==> src/rtl/mouse_position_tracker_if.sv <==
// Bundle of packet, position-load and tracker result signals between the
// mouse packet decoder (master) and the position tracker (slave).
interface mouse_position_tracker_if #(
  parameter int COORD_W = 10
);
  logic               PKT_VALID;
  logic [7:0]         PKT_STATUS;
  logic [7:0]         PKT_DX;
  logic [7:0]         PKT_DY;
  logic [3:0]         PKT_DZ;
  logic               SET_POS;
  logic [COORD_W-1:0] SET_X;
  logic [COORD_W-1:0] SET_Y;
  logic [COORD_W-1:0] MOUSE_X;
  logic [COORD_W-1:0] MOUSE_Y;
  logic [7:0]         WHEEL_POS;
  logic [2:0]         BUTTONS;
  logic [2:0]         BTN_PRESS;
  logic [2:0]         BTN_RELEASE;
  logic               MOVED;

  modport master (
    output PKT_VALID, PKT_STATUS, PKT_DX, PKT_DY, PKT_DZ,
    output SET_POS, SET_X, SET_Y,
    input  MOUSE_X, MOUSE_Y, WHEEL_POS, BUTTONS, BTN_PRESS, BTN_RELEASE, MOVED
  );

  modport slave (
    input  PKT_VALID, PKT_STATUS, PKT_DX, PKT_DY, PKT_DZ,
    input  SET_POS, SET_X, SET_Y,
    output MOUSE_X, MOUSE_Y, WHEEL_POS, BUTTONS, BTN_PRESS, BTN_RELEASE, MOVED
  );
endinterface

==> src/rtl/mouse_position_tracker.sv <==
// Absolute cursor tracker fed by decoded PS/2 mouse packets.
// Two-stage pipeline: stage 1 decodes/scales the deltas, stage 2 commits
// position (clamp or wrap), wheel accumulator and button edge pulses.
module mouse_position_tracker #(
  parameter int COORD_W     = 10,
  parameter int LIMIT_X     = 640,
  parameter int LIMIT_Y     = 480,
  parameter int WRAP        = 0,
  parameter int INVERT_Y    = 1,
  parameter int SPEED_SHIFT = 0
) (
  input logic                       CLK,
  input logic                       RESET,
  mouse_position_tracker_if.slave   bus_io
);

  localparam int DW = 10 + SPEED_SHIFT;
  localparam int NW = COORD_W + SPEED_SHIFT + 2;

  localparam logic signed [NW-1:0]  LIM_XS = NW'(LIMIT_X);
  localparam logic signed [NW-1:0]  LIM_YS = NW'(LIMIT_Y);
  localparam logic [COORD_W-1:0]    MAX_X  = COORD_W'(LIMIT_X - 1);
  localparam logic [COORD_W-1:0]    MAX_Y  = COORD_W'(LIMIT_Y - 1);
  localparam logic [COORD_W-1:0]    RST_X  = COORD_W'(LIMIT_X / 2);
  localparam logic [COORD_W-1:0]    RST_Y  = COORD_W'(LIMIT_Y / 2);

  // 9-bit signed delta from sign + magnitude; overflow saturates to the extreme.
  function automatic logic signed [8:0] decode_delta(input logic sgn, input logic ovf,
                                                      input logic [7:0] mag);
    if (ovf) decode_delta = sgn ? 9'sh100 : 9'sh0FF;
    else     decode_delta = {sgn, mag};
  endfunction

  // Fold a candidate coordinate back into 0..lim-1. Wrap handles one lap;
  // the trailing clamp catches deltas large enough to cross more than one.
  function automatic logic [COORD_W-1:0] fit_coord(input logic signed [NW-1:0] v,
                                                   input logic signed [NW-1:0] lim);
    logic signed [NW-1:0] t;
    t = v;
    if (WRAP != 0) begin
      if (t[NW-1])       t = t + lim;
      else if (t >= lim) t = t - lim;
    end
    if (t[NW-1])               t = '0;
    else if (t > lim - NW'(1)) t = lim - NW'(1);
    return t[COORD_W-1:0];
  endfunction

  // Status bit 3 is the PS/2 always-one framing bit and carries no data.
  logic unused_status_bit3;
  assign unused_status_bit3 = bus_io.PKT_STATUS[3];

  logic signed [8:0]    dx9, dy9;
  logic signed [9:0]    dx10, dy10;
  logic signed [DW-1:0] s1_dx_d, s1_dy_d;
  logic [7:0]           s1_dz_d;

  logic                 s1_v_q;
  logic signed [DW-1:0] s1_dx_q, s1_dy_q;
  logic [7:0]           s1_dz_q;
  logic [2:0]           s1_btn_q;

  logic [COORD_W-1:0]   x_q, y_q, x_d, y_d;
  logic [7:0]           wheel_q, wheel_d;
  logic [2:0]           btn_q, btn_d;
  logic [2:0]           press_q, press_d;
  logic [2:0]           rel_q, rel_d;
  logic                 moved_q, moved_d;

  logic signed [NW-1:0] new_x, new_y;
  logic [COORD_W-1:0]   set_x_c, set_y_c;
  logic signed [8:0]    wheel_sum;
  logic [7:0]           wheel_sat;

  // Stage 1 decode: sign/overflow, optional Y inversion, speed scaling, DZ extension.
  always_comb begin
    dx9     = decode_delta(bus_io.PKT_STATUS[4], bus_io.PKT_STATUS[6], bus_io.PKT_DX);
    dy9     = decode_delta(bus_io.PKT_STATUS[5], bus_io.PKT_STATUS[7], bus_io.PKT_DY);
    dx10    = 10'(dx9);
    dy10    = (INVERT_Y != 0) ? -(10'(dy9)) : 10'(dy9);
    s1_dx_d = DW'(dx10) <<< SPEED_SHIFT;
    s1_dy_d = DW'(dy10) <<< SPEED_SHIFT;
    s1_dz_d = {{4{bus_io.PKT_DZ[3]}}, bus_io.PKT_DZ};
  end

  // Stage 2 commit: new position, saturating wheel, button edges, SET_POS override.
  always_comb begin
    new_x     = $signed(NW'({1'b0, x_q})) + NW'(s1_dx_q);
    new_y     = $signed(NW'({1'b0, y_q})) + NW'(s1_dy_q);
    set_x_c   = (bus_io.SET_X > MAX_X) ? MAX_X : bus_io.SET_X;
    set_y_c   = (bus_io.SET_Y > MAX_Y) ? MAX_Y : bus_io.SET_Y;
    wheel_sum = $signed({wheel_q[7], wheel_q}) + $signed({s1_dz_q[7], s1_dz_q});
    if (wheel_sum[8] != wheel_sum[7]) wheel_sat = wheel_sum[8] ? 8'h80 : 8'h7F;
    else                              wheel_sat = wheel_sum[7:0];

    x_d     = x_q;
    y_d     = y_q;
    wheel_d = wheel_q;
    btn_d   = btn_q;
    press_d = 3'b000;
    rel_d   = 3'b000;
    moved_d = 1'b0;
    if (s1_v_q) begin
      x_d     = fit_coord(new_x, LIM_XS);
      y_d     = fit_coord(new_y, LIM_YS);
      wheel_d = wheel_sat;
      btn_d   = s1_btn_q;
      press_d = s1_btn_q & ~btn_q;
      rel_d   = ~s1_btn_q & btn_q;
      moved_d = 1'b1;
    end
    if (bus_io.SET_POS) begin
      x_d = set_x_c;
      y_d = set_y_c;
    end
  end

  // Pipeline and output registers; reset drops any packet in flight.
  always_ff @(posedge CLK) begin
    if (RESET) begin
      s1_v_q   <= 1'b0;
      s1_dx_q  <= '0;
      s1_dy_q  <= '0;
      s1_dz_q  <= '0;
      s1_btn_q <= '0;
      x_q      <= RST_X;
      y_q      <= RST_Y;
      wheel_q  <= '0;
      btn_q    <= '0;
      press_q  <= '0;
      rel_q    <= '0;
      moved_q  <= 1'b0;
    end else begin
      s1_v_q   <= bus_io.PKT_VALID;
      s1_dx_q  <= s1_dx_d;
      s1_dy_q  <= s1_dy_d;
      s1_dz_q  <= s1_dz_d;
      s1_btn_q <= bus_io.PKT_STATUS[2:0];
      x_q      <= x_d;
      y_q      <= y_d;
      wheel_q  <= wheel_d;
      btn_q    <= btn_d;
      press_q  <= press_d;
      rel_q    <= rel_d;
      moved_q  <= moved_d;
    end
  end

  assign bus_io.MOUSE_X     = x_q;
  assign bus_io.MOUSE_Y     = y_q;
  assign bus_io.WHEEL_POS   = wheel_q;
  assign bus_io.BUTTONS     = btn_q;
  assign bus_io.BTN_PRESS   = press_q;
  assign bus_io.BTN_RELEASE = rel_q;
  assign bus_io.MOVED       = moved_q;

endmodule
==> src/flat_wrapper.sv <==
// flat-port wrapper written by rule: the top's interface ports become plain ports
module mouse_position_tracker_flat 
#(
  parameter int COORD_W     = 10,
  parameter int LIMIT_X     = 640,
  parameter int LIMIT_Y     = 480,
  parameter int WRAP        = 0,
  parameter int INVERT_Y    = 1,
  parameter int SPEED_SHIFT = 0
)
  (CLK, RESET, bus_io_PKT_VALID, bus_io_PKT_STATUS, bus_io_PKT_DX, bus_io_PKT_DY, bus_io_PKT_DZ, bus_io_SET_POS, bus_io_SET_X, bus_io_SET_Y, bus_io_MOUSE_X, bus_io_MOUSE_Y, bus_io_WHEEL_POS, bus_io_BUTTONS, bus_io_BTN_PRESS, bus_io_BTN_RELEASE, bus_io_MOVED);
  mouse_position_tracker_if #(.COORD_W(COORD_W)) bus_io_i ();
  input logic CLK;
  input logic RESET;
  input wire logic [$bits(bus_io_i.PKT_VALID)-1:0] bus_io_PKT_VALID;
  input wire logic [$bits(bus_io_i.PKT_STATUS)-1:0] bus_io_PKT_STATUS;
  input wire logic [$bits(bus_io_i.PKT_DX)-1:0] bus_io_PKT_DX;
  input wire logic [$bits(bus_io_i.PKT_DY)-1:0] bus_io_PKT_DY;
  input wire logic [$bits(bus_io_i.PKT_DZ)-1:0] bus_io_PKT_DZ;
  input wire logic [$bits(bus_io_i.SET_POS)-1:0] bus_io_SET_POS;
  input wire logic [$bits(bus_io_i.SET_X)-1:0] bus_io_SET_X;
  input wire logic [$bits(bus_io_i.SET_Y)-1:0] bus_io_SET_Y;
  output wire logic [$bits(bus_io_i.MOUSE_X)-1:0] bus_io_MOUSE_X;
  output wire logic [$bits(bus_io_i.MOUSE_Y)-1:0] bus_io_MOUSE_Y;
  output wire logic [$bits(bus_io_i.WHEEL_POS)-1:0] bus_io_WHEEL_POS;
  output wire logic [$bits(bus_io_i.BUTTONS)-1:0] bus_io_BUTTONS;
  output wire logic [$bits(bus_io_i.BTN_PRESS)-1:0] bus_io_BTN_PRESS;
  output wire logic [$bits(bus_io_i.BTN_RELEASE)-1:0] bus_io_BTN_RELEASE;
  output wire logic [$bits(bus_io_i.MOVED)-1:0] bus_io_MOVED;
  assign bus_io_i.PKT_VALID = bus_io_PKT_VALID;
  assign bus_io_i.PKT_STATUS = bus_io_PKT_STATUS;
  assign bus_io_i.PKT_DX = bus_io_PKT_DX;
  assign bus_io_i.PKT_DY = bus_io_PKT_DY;
  assign bus_io_i.PKT_DZ = bus_io_PKT_DZ;
  assign bus_io_i.SET_POS = bus_io_SET_POS;
  assign bus_io_i.SET_X = bus_io_SET_X;
  assign bus_io_i.SET_Y = bus_io_SET_Y;
  assign bus_io_MOUSE_X = bus_io_i.MOUSE_X;
  assign bus_io_MOUSE_Y = bus_io_i.MOUSE_Y;
  assign bus_io_WHEEL_POS = bus_io_i.WHEEL_POS;
  assign bus_io_BUTTONS = bus_io_i.BUTTONS;
  assign bus_io_BTN_PRESS = bus_io_i.BTN_PRESS;
  assign bus_io_BTN_RELEASE = bus_io_i.BTN_RELEASE;
  assign bus_io_MOVED = bus_io_i.MOVED;
  mouse_position_tracker #(.COORD_W(COORD_W), .LIMIT_X(LIMIT_X), .LIMIT_Y(LIMIT_Y), .WRAP(WRAP), .INVERT_Y(INVERT_Y), .SPEED_SHIFT(SPEED_SHIFT)) u_core (.CLK(CLK), .RESET(RESET), .bus_io(bus_io_i));
endmodule
==> config.mk <==
export PLATFORM = sky130hd
export DESIGN_NAME = mouse_position_tracker_flat
export DESIGN_NICKNAME = d
export VERILOG_FILES = /design/src/rtl/mouse_position_tracker_if.sv /design/src/rtl/mouse_position_tracker.sv /design/src/flat_wrapper.sv
export SDC_FILE = /design/constraint.sdc
export NUM_CORES = 1
export LEC_CHECK = 0
export CAP_MARGIN = 20
export CELL_PAD_IN_SITES_DETAIL_PLACEMENT = 1
export CELL_PAD_IN_SITES_GLOBAL_PLACEMENT = 1
export CORE_UTILIZATION = 42
export CTS_BUF_LIST = sky130_fd_sc_hd__clkbuf_4 sky130_fd_sc_hd__clkbuf_8
export DETAILED_ROUTE_END_ITERATION = 12
export GPL_TIMING_DRIVEN = 0
export HOLD_SLACK_MARGIN = 0.06
export PLACE_DENSITY_LB_ADDON = 0.1
export SYNTH_ARGS = -nofsm -noshare
export SYNTH_HDL_FRONTEND = slang
export SYNTH_SLANG_ARGS = --single-unit
==> constraint.sdc <==
create_clock -name CLK -period 7.35 [get_ports CLK]
set_input_delay 1.8375 -clock CLK [delete_from_list [all_inputs] [get_ports CLK]]
set_output_delay 1.8375 -clock CLK [all_outputs]
set_load 0.05 [all_outputs]
Word-level counts from Yosys, hierarchy flattened:

Cells that the tools add are included.

* flip-flop bits (word level): 65
* latch bits: 0
* memory bits (writable): 0
* memory bits (read-only): 0
* input bits: 52
* output and inout bits: 38
* logic and storage cells: 45
* memories kept: 0

* add/subtract/negate cells: 4
* multipliers: 0
* divide/modulo/power cells: 0
* $lt $le $gt $ge: 4
* eq/ne operators: 1
* shift operators: 0
* mux-type cells: 17
* bitwise logic cells: 5
* reduce and logical (&&, ||, !) cells: 2

Operator list (count)
* $mux 10: 10
* $mux 9: 4
* $mux 8: 2
* $add 11x10->12: 1
* $add 11x9->12: 1
* $gt 12x10->1 const B: 1
* $gt 12x11->1 const B: 1
* $gt 10x10->1 const B: 1
* $gt 10x9->1 const B: 1
* $neg 9->10: 1
* $add 8x4->9: 1
* $and 3x3->3: 2
* $not 3->3: 2
* $reduce_bool 2->1: 1
* $reduce_or 2->1: 1
* $mux 1: 1
* $ne 1x1->1: 1
* $not 1->1: 1

Depth between registers and ports, before layout:

* depth in word-level cells: 6
* depth in mapped cells: 10

Worst setup path after synthesis:

OpenSTA, ideal clock, no wires.

* path type: input to register
* start: in bus_io_PKT_STATUS[7]
* end: reg u_core.s1_dy_q[4]
* setup time: 128 ps
* arrival time: 3373 ps
* path slack: 3849 ps
* stages on the path: 10
* cells stage by stage: clkbuf_1 > nand2_1 > o21ai_0 > ha_1 > inv_1 > or3_1 > xnor2_1 > nor2_1 > a31oi_1 > nor2_1

* cells in the longest elaborated chain, start to end: 2

Ends and longest elaborated chain
* start: declaration: line flat_wrapper.sv:16 `input wire logic [$bits(bus_io_i.PKT_STATUS)-1:0] bus_io_PKT_STATUS;`
* $mux 9: line mouse_position_tracker.sv:30 `if (ovf) decode_delta = sgn ? 9'sh100 : 9'sh0FF;`
* $neg 9->10: line mouse_position_tracker.sv:80 `dy10 = (INVERT_Y != 0) ? -(10'(dy9)) : 10'(dy9);`
* end signal: assignment: line mouse_position_tracker.sv:136 `s1_dy_q <= s1_dy_d;`
* end: declaration: line mouse_position_tracker.sv:59 `logic signed [DW-1:0] s1_dx_q, s1_dy_q;`

Every way passes these cells.
A chain may end at the register's enable or synchronous reset.

Final worst setup path:

Ends and elaborated chain as after synthesis.

==> metrics.md <==
| Metric | Value |
|---|---|
| Top-area cell type share of the netlist area | `31.2%` |
| GPL Wtd Cong | `0.928` |
| Synth area leader | `dfxtp_1` |
| Rel. slew slack | `31.9%` |
| Reg2reg end | `u_core.bus_io.MOUSE_Y[2]$_SDFFE_PP0P_` |
| Initial core utilization | `44.3%` |
| H-tree levels | `3` |
| WL/cell | `18.2 µm` |
| Post-Syn Instances | `489` |
| Endpoints failing setup | `0` |
| Hold path cells | `1` |
| Max cap viols | `0` |
| Hold_ws | `0.454 ns` |
| # clock sinks | `65` |
| EDFF count, synth | `0` |
| Drt first pass iters | `5` |
| Syn Nets | `575` |
| Status | `finished clean` |
| CTS root buffer | `clkbuf_8` |
| Warnings from Yosys | `0` |
| Rows | `35` |
| Number of diodes | `0` |
| Register-to-register setup slack | `4.23 ns` |
| GRT overflow | `0` |
| Max stage delay on crit path | `0.50 ns` |
| Critical Path RT | `7.57 ns` |
| Area contributors post-synth | `dfxtp_1 31%, ha_1 9.3%, o21ai_0 4.1%, nor2_1 4.1%, a21oi_1 4.0%` |
| Seq/Total Area, Yosys | `31.2%` |
| CP Launch Type | `primary input` |
| Seq cells post-synth | `65` |
| DP Wirelength | `9970 µm` |
| Worst hold path class | `reg2reg` |
| Mapped cell area | `4170 µm²` |
| Slew Limit Fails | `0` |
| CTS max path bufs | `2` |
| Largest net degree at the start of global routing | `12` |
| Worst-margin pin slew | `1.01 ns` |
| Top cell family by delay on the critical path | `buffers and inverters` |
| All-Layer GR Usage | `26.6%` |
| Worst path cell trace | `clkdlybuf4s50_1 -> clkbuf_1 -> nand2_1 -> o21ai_0 -> ha_1 -> inv_1 -> or3_1 -> xnor2_1 -> nor2_1 -> a31oi_1 -> nor2_1` |
| # hold bufs at CTS | `0` |
| Fin crit share | `54.8%` |
| DRT Wirelength | `13100 µm` |
| Vias | `4142` |
| Yosys cell types | `61` |
| Cts bufs inserted | `9` |
| Final core occ | `57.9%` |
| Hold EP | `u_core.bus_io.BTN_RELEASE[0]$_SDFF_PP0_` |
| Async SR Flop Fraction | `0%` |
| Layout cell share with drive strength beyond 1 | `5.07%` |
| Critical Path Fanout Max | `10` |
| Avg Inst Size Synth | `8.53 µm²` |
| Buffers & Inverters on Critical Path | `3` |
| Worst setup EP type | `register` |
| Power per Cell Area | `217 nW/µm²` |
| Clk slew on worst S/H paths | `0.08 ns` |
| Die height | `102 µm` |
| Setup_tns | `0 ns` |
| R2R depth | `10` |
| First-pass GRT wire length | `21100 µm` |
| Initial antenna violation count | `0` |
| Setup bufs post-CTS | `0` |
| Most frequent cells in the layout | `87 x clkdlybuf4s50_1, 65 x dfxtp_1, 45 x nor2_1` |
| Vias in the first global route | `4321` |
| Core Region | `9420 µm²` |
| Routed vias/inst | `5.74` |
| CP Class | `in2reg` |
| Critical path data arrival time | `4.25 ns` |
| Clk_lat worst skew | `0.36 ns` |
| Slowest-stage cell, CP | `clkdlybuf4s50_1` |
| TritonCTS clock tree | `done` |
| Iteration-0 DRC Markers | `128` |
| Die footprint | `10300 µm²` |
| Synth Flop Type | `dfxtp_1` |
| Cts repair resizes | `0` |
| Die W | `102 µm` |
| RSZ-0062 raised after global routing | `false` |
| IO Pins | `90` |
| Final ANT Viol Nets | `0` |
| Reg2reg start | `u_core.bus_io.MOUSE_Y[0]$_SDFFE_PP0P_` |
| Hold path start | `u_core.s1_btn_q[0]$_SDFF_PP0_` |
| Fmax | `248 MHz` |
| Hold Fails Final Rpt | `0` |
| Port-buffer cells | `87` |
| Commonest non-fill, non-tap cell in the layout | `clkdlybuf4s50_1` |
| Period minus WS final | `4.03 ns` |
| NumNets Final | `673` |
| DRC Markers | `0` |
| Most Frequent Cell on Critical Path | `nor2_1` |
| VDD IR-drop max | `122 µV` |
| Leakage power | `2.14 nW` |
| Setup Skew | `0.00849 ns` |
| Synthesis-to-finish area growth | `30.7%` |
area by class of cell:
class	count	area [µm²]
flip-flops and latches	65	1300
inverters	29	109
fillers	1140	3970
repair buffers	87	871
multi-input cells	375	2680
clock inverters	5	103
well taps	129	161
plain buffers	20	75.1
clock buffers	11	145
cell families after synthesis:
group / count (synthesis) / share of synthesized area, %
simple gates: 144 / 18.6
xor+xnor: 23 / 4.83
compound gates: 160 / 26.7
mux: 7 / 1.83
buf+inv: 49 / 4.41
flops: 65 / 31.2
fa+ha+maj: 41 / 12.4
where the power goes:
group / internal (mW) / leakage, nW / total [mW] / switching (mW)
clock network: 0.238 / 0.123 / 0.394 / 0.156
registers: 0.378 / 0.537 / 0.400 / 0.0222
logic: 0.158 / 1.48 / 0.386 / 0.228
total: 0.774 / 2.14 / 1.18 / 0.407
sequential cells by signal, indices dropped and copies added, names as in the netlist:
signal,cells
u_core.bus_io.MOVED,1
u_core.bus_io.WHEEL_POS,8
u_core.bus_io.BTN_PRESS,3
u_core.s1_v_q,1
u_core.s1_dz_q,4
u_core.bus_io.MOUSE_X,10
u_core.s1_dy_q,10
u_core.s1_dx_q,9
u_core.bus_io.MOUSE_Y,10
u_core.s1_btn_q,3
u_core.bus_io.BTN_RELEASE,3
u_core.bus_io.BUTTONS,3
layer usage:
layer  global-route usage (%)  wire length (µm)  vias up
li1                         -                 -     1981
met5                        0                 0        -
met3                     5.04               577       26
met1                     31.7              5720     2015
met2                     47.5              6520      120
met4                     9.14               297        0
worst max path at each step:
stage / start / end / slack [ns] / depth (start not counted)
floorplan: bus_io_PKT_STATUS[7] / u_core.s1_dy_q[4]$_SDFF_PP0_ / 3.85 / 10
global placement: bus_io_PKT_STATUS[7] / u_core.s1_dy_q[4]$_SDFF_PP0_ / 3.05 / 11
detailed placement: bus_io_PKT_STATUS[7] / u_core.s1_dy_q[4]$_SDFF_PP0_ / 2.95 / 11
CTS: bus_io_PKT_STATUS[7] / u_core.s1_dy_q[4]$_SDFF_PP0_ / 3.33 / 11
global route: bus_io_PKT_STATUS[7] / u_core.s1_dy_q[4]$_SDFF_PP0_ / 3.07 / 11
finish: bus_io_PKT_STATUS[7] / u_core.s1_dy_q[4]$_SDFF_PP0_ / 3.32 / 11
metrics by stage:
| stage | instances | area (µm²) | power [mW] | worst slack (ns) |
|---|---|---|---|---|
| detailed placement | 705 | 5200 | 0.786 | 2.95 |
| CTS | 721 | 5450 | 1.18 | 3.33 |
| global placement | 705 | 5200 | 0.773 | 3.05 |
| global route | 721 | 5450 | 1.23 | 3.07 |
| finish | 721 | 5450 | 1.18 | 3.32 |
| floorplan | 489 | 4170 | 0.664 | 3.85 |
Yosys cell counts (all sizes together), types with 7 or more instances:
| master | n |
|---|---|
| xor2 | 8 |
| clkbuf | 17 |
| dfxtp | 65 |
| maj3 | 7 |
| o22a | 7 |
| nand2 | 18 |
| ha | 31 |
| xnor2 | 15 |
| inv | 29 |
| a21oi | 34 |
| a221oi | 7 |
| nor4 | 7 |
| nor2 | 45 |
| o21ai | 35 |
| nand2b | 19 |
| nor3b | 7 |
| nor3 | 13 |
| o21a | 9 |
| a211oi | 12 |
| nor2b | 20 |
No activity file was read; power rests on OpenSTA's default activity.
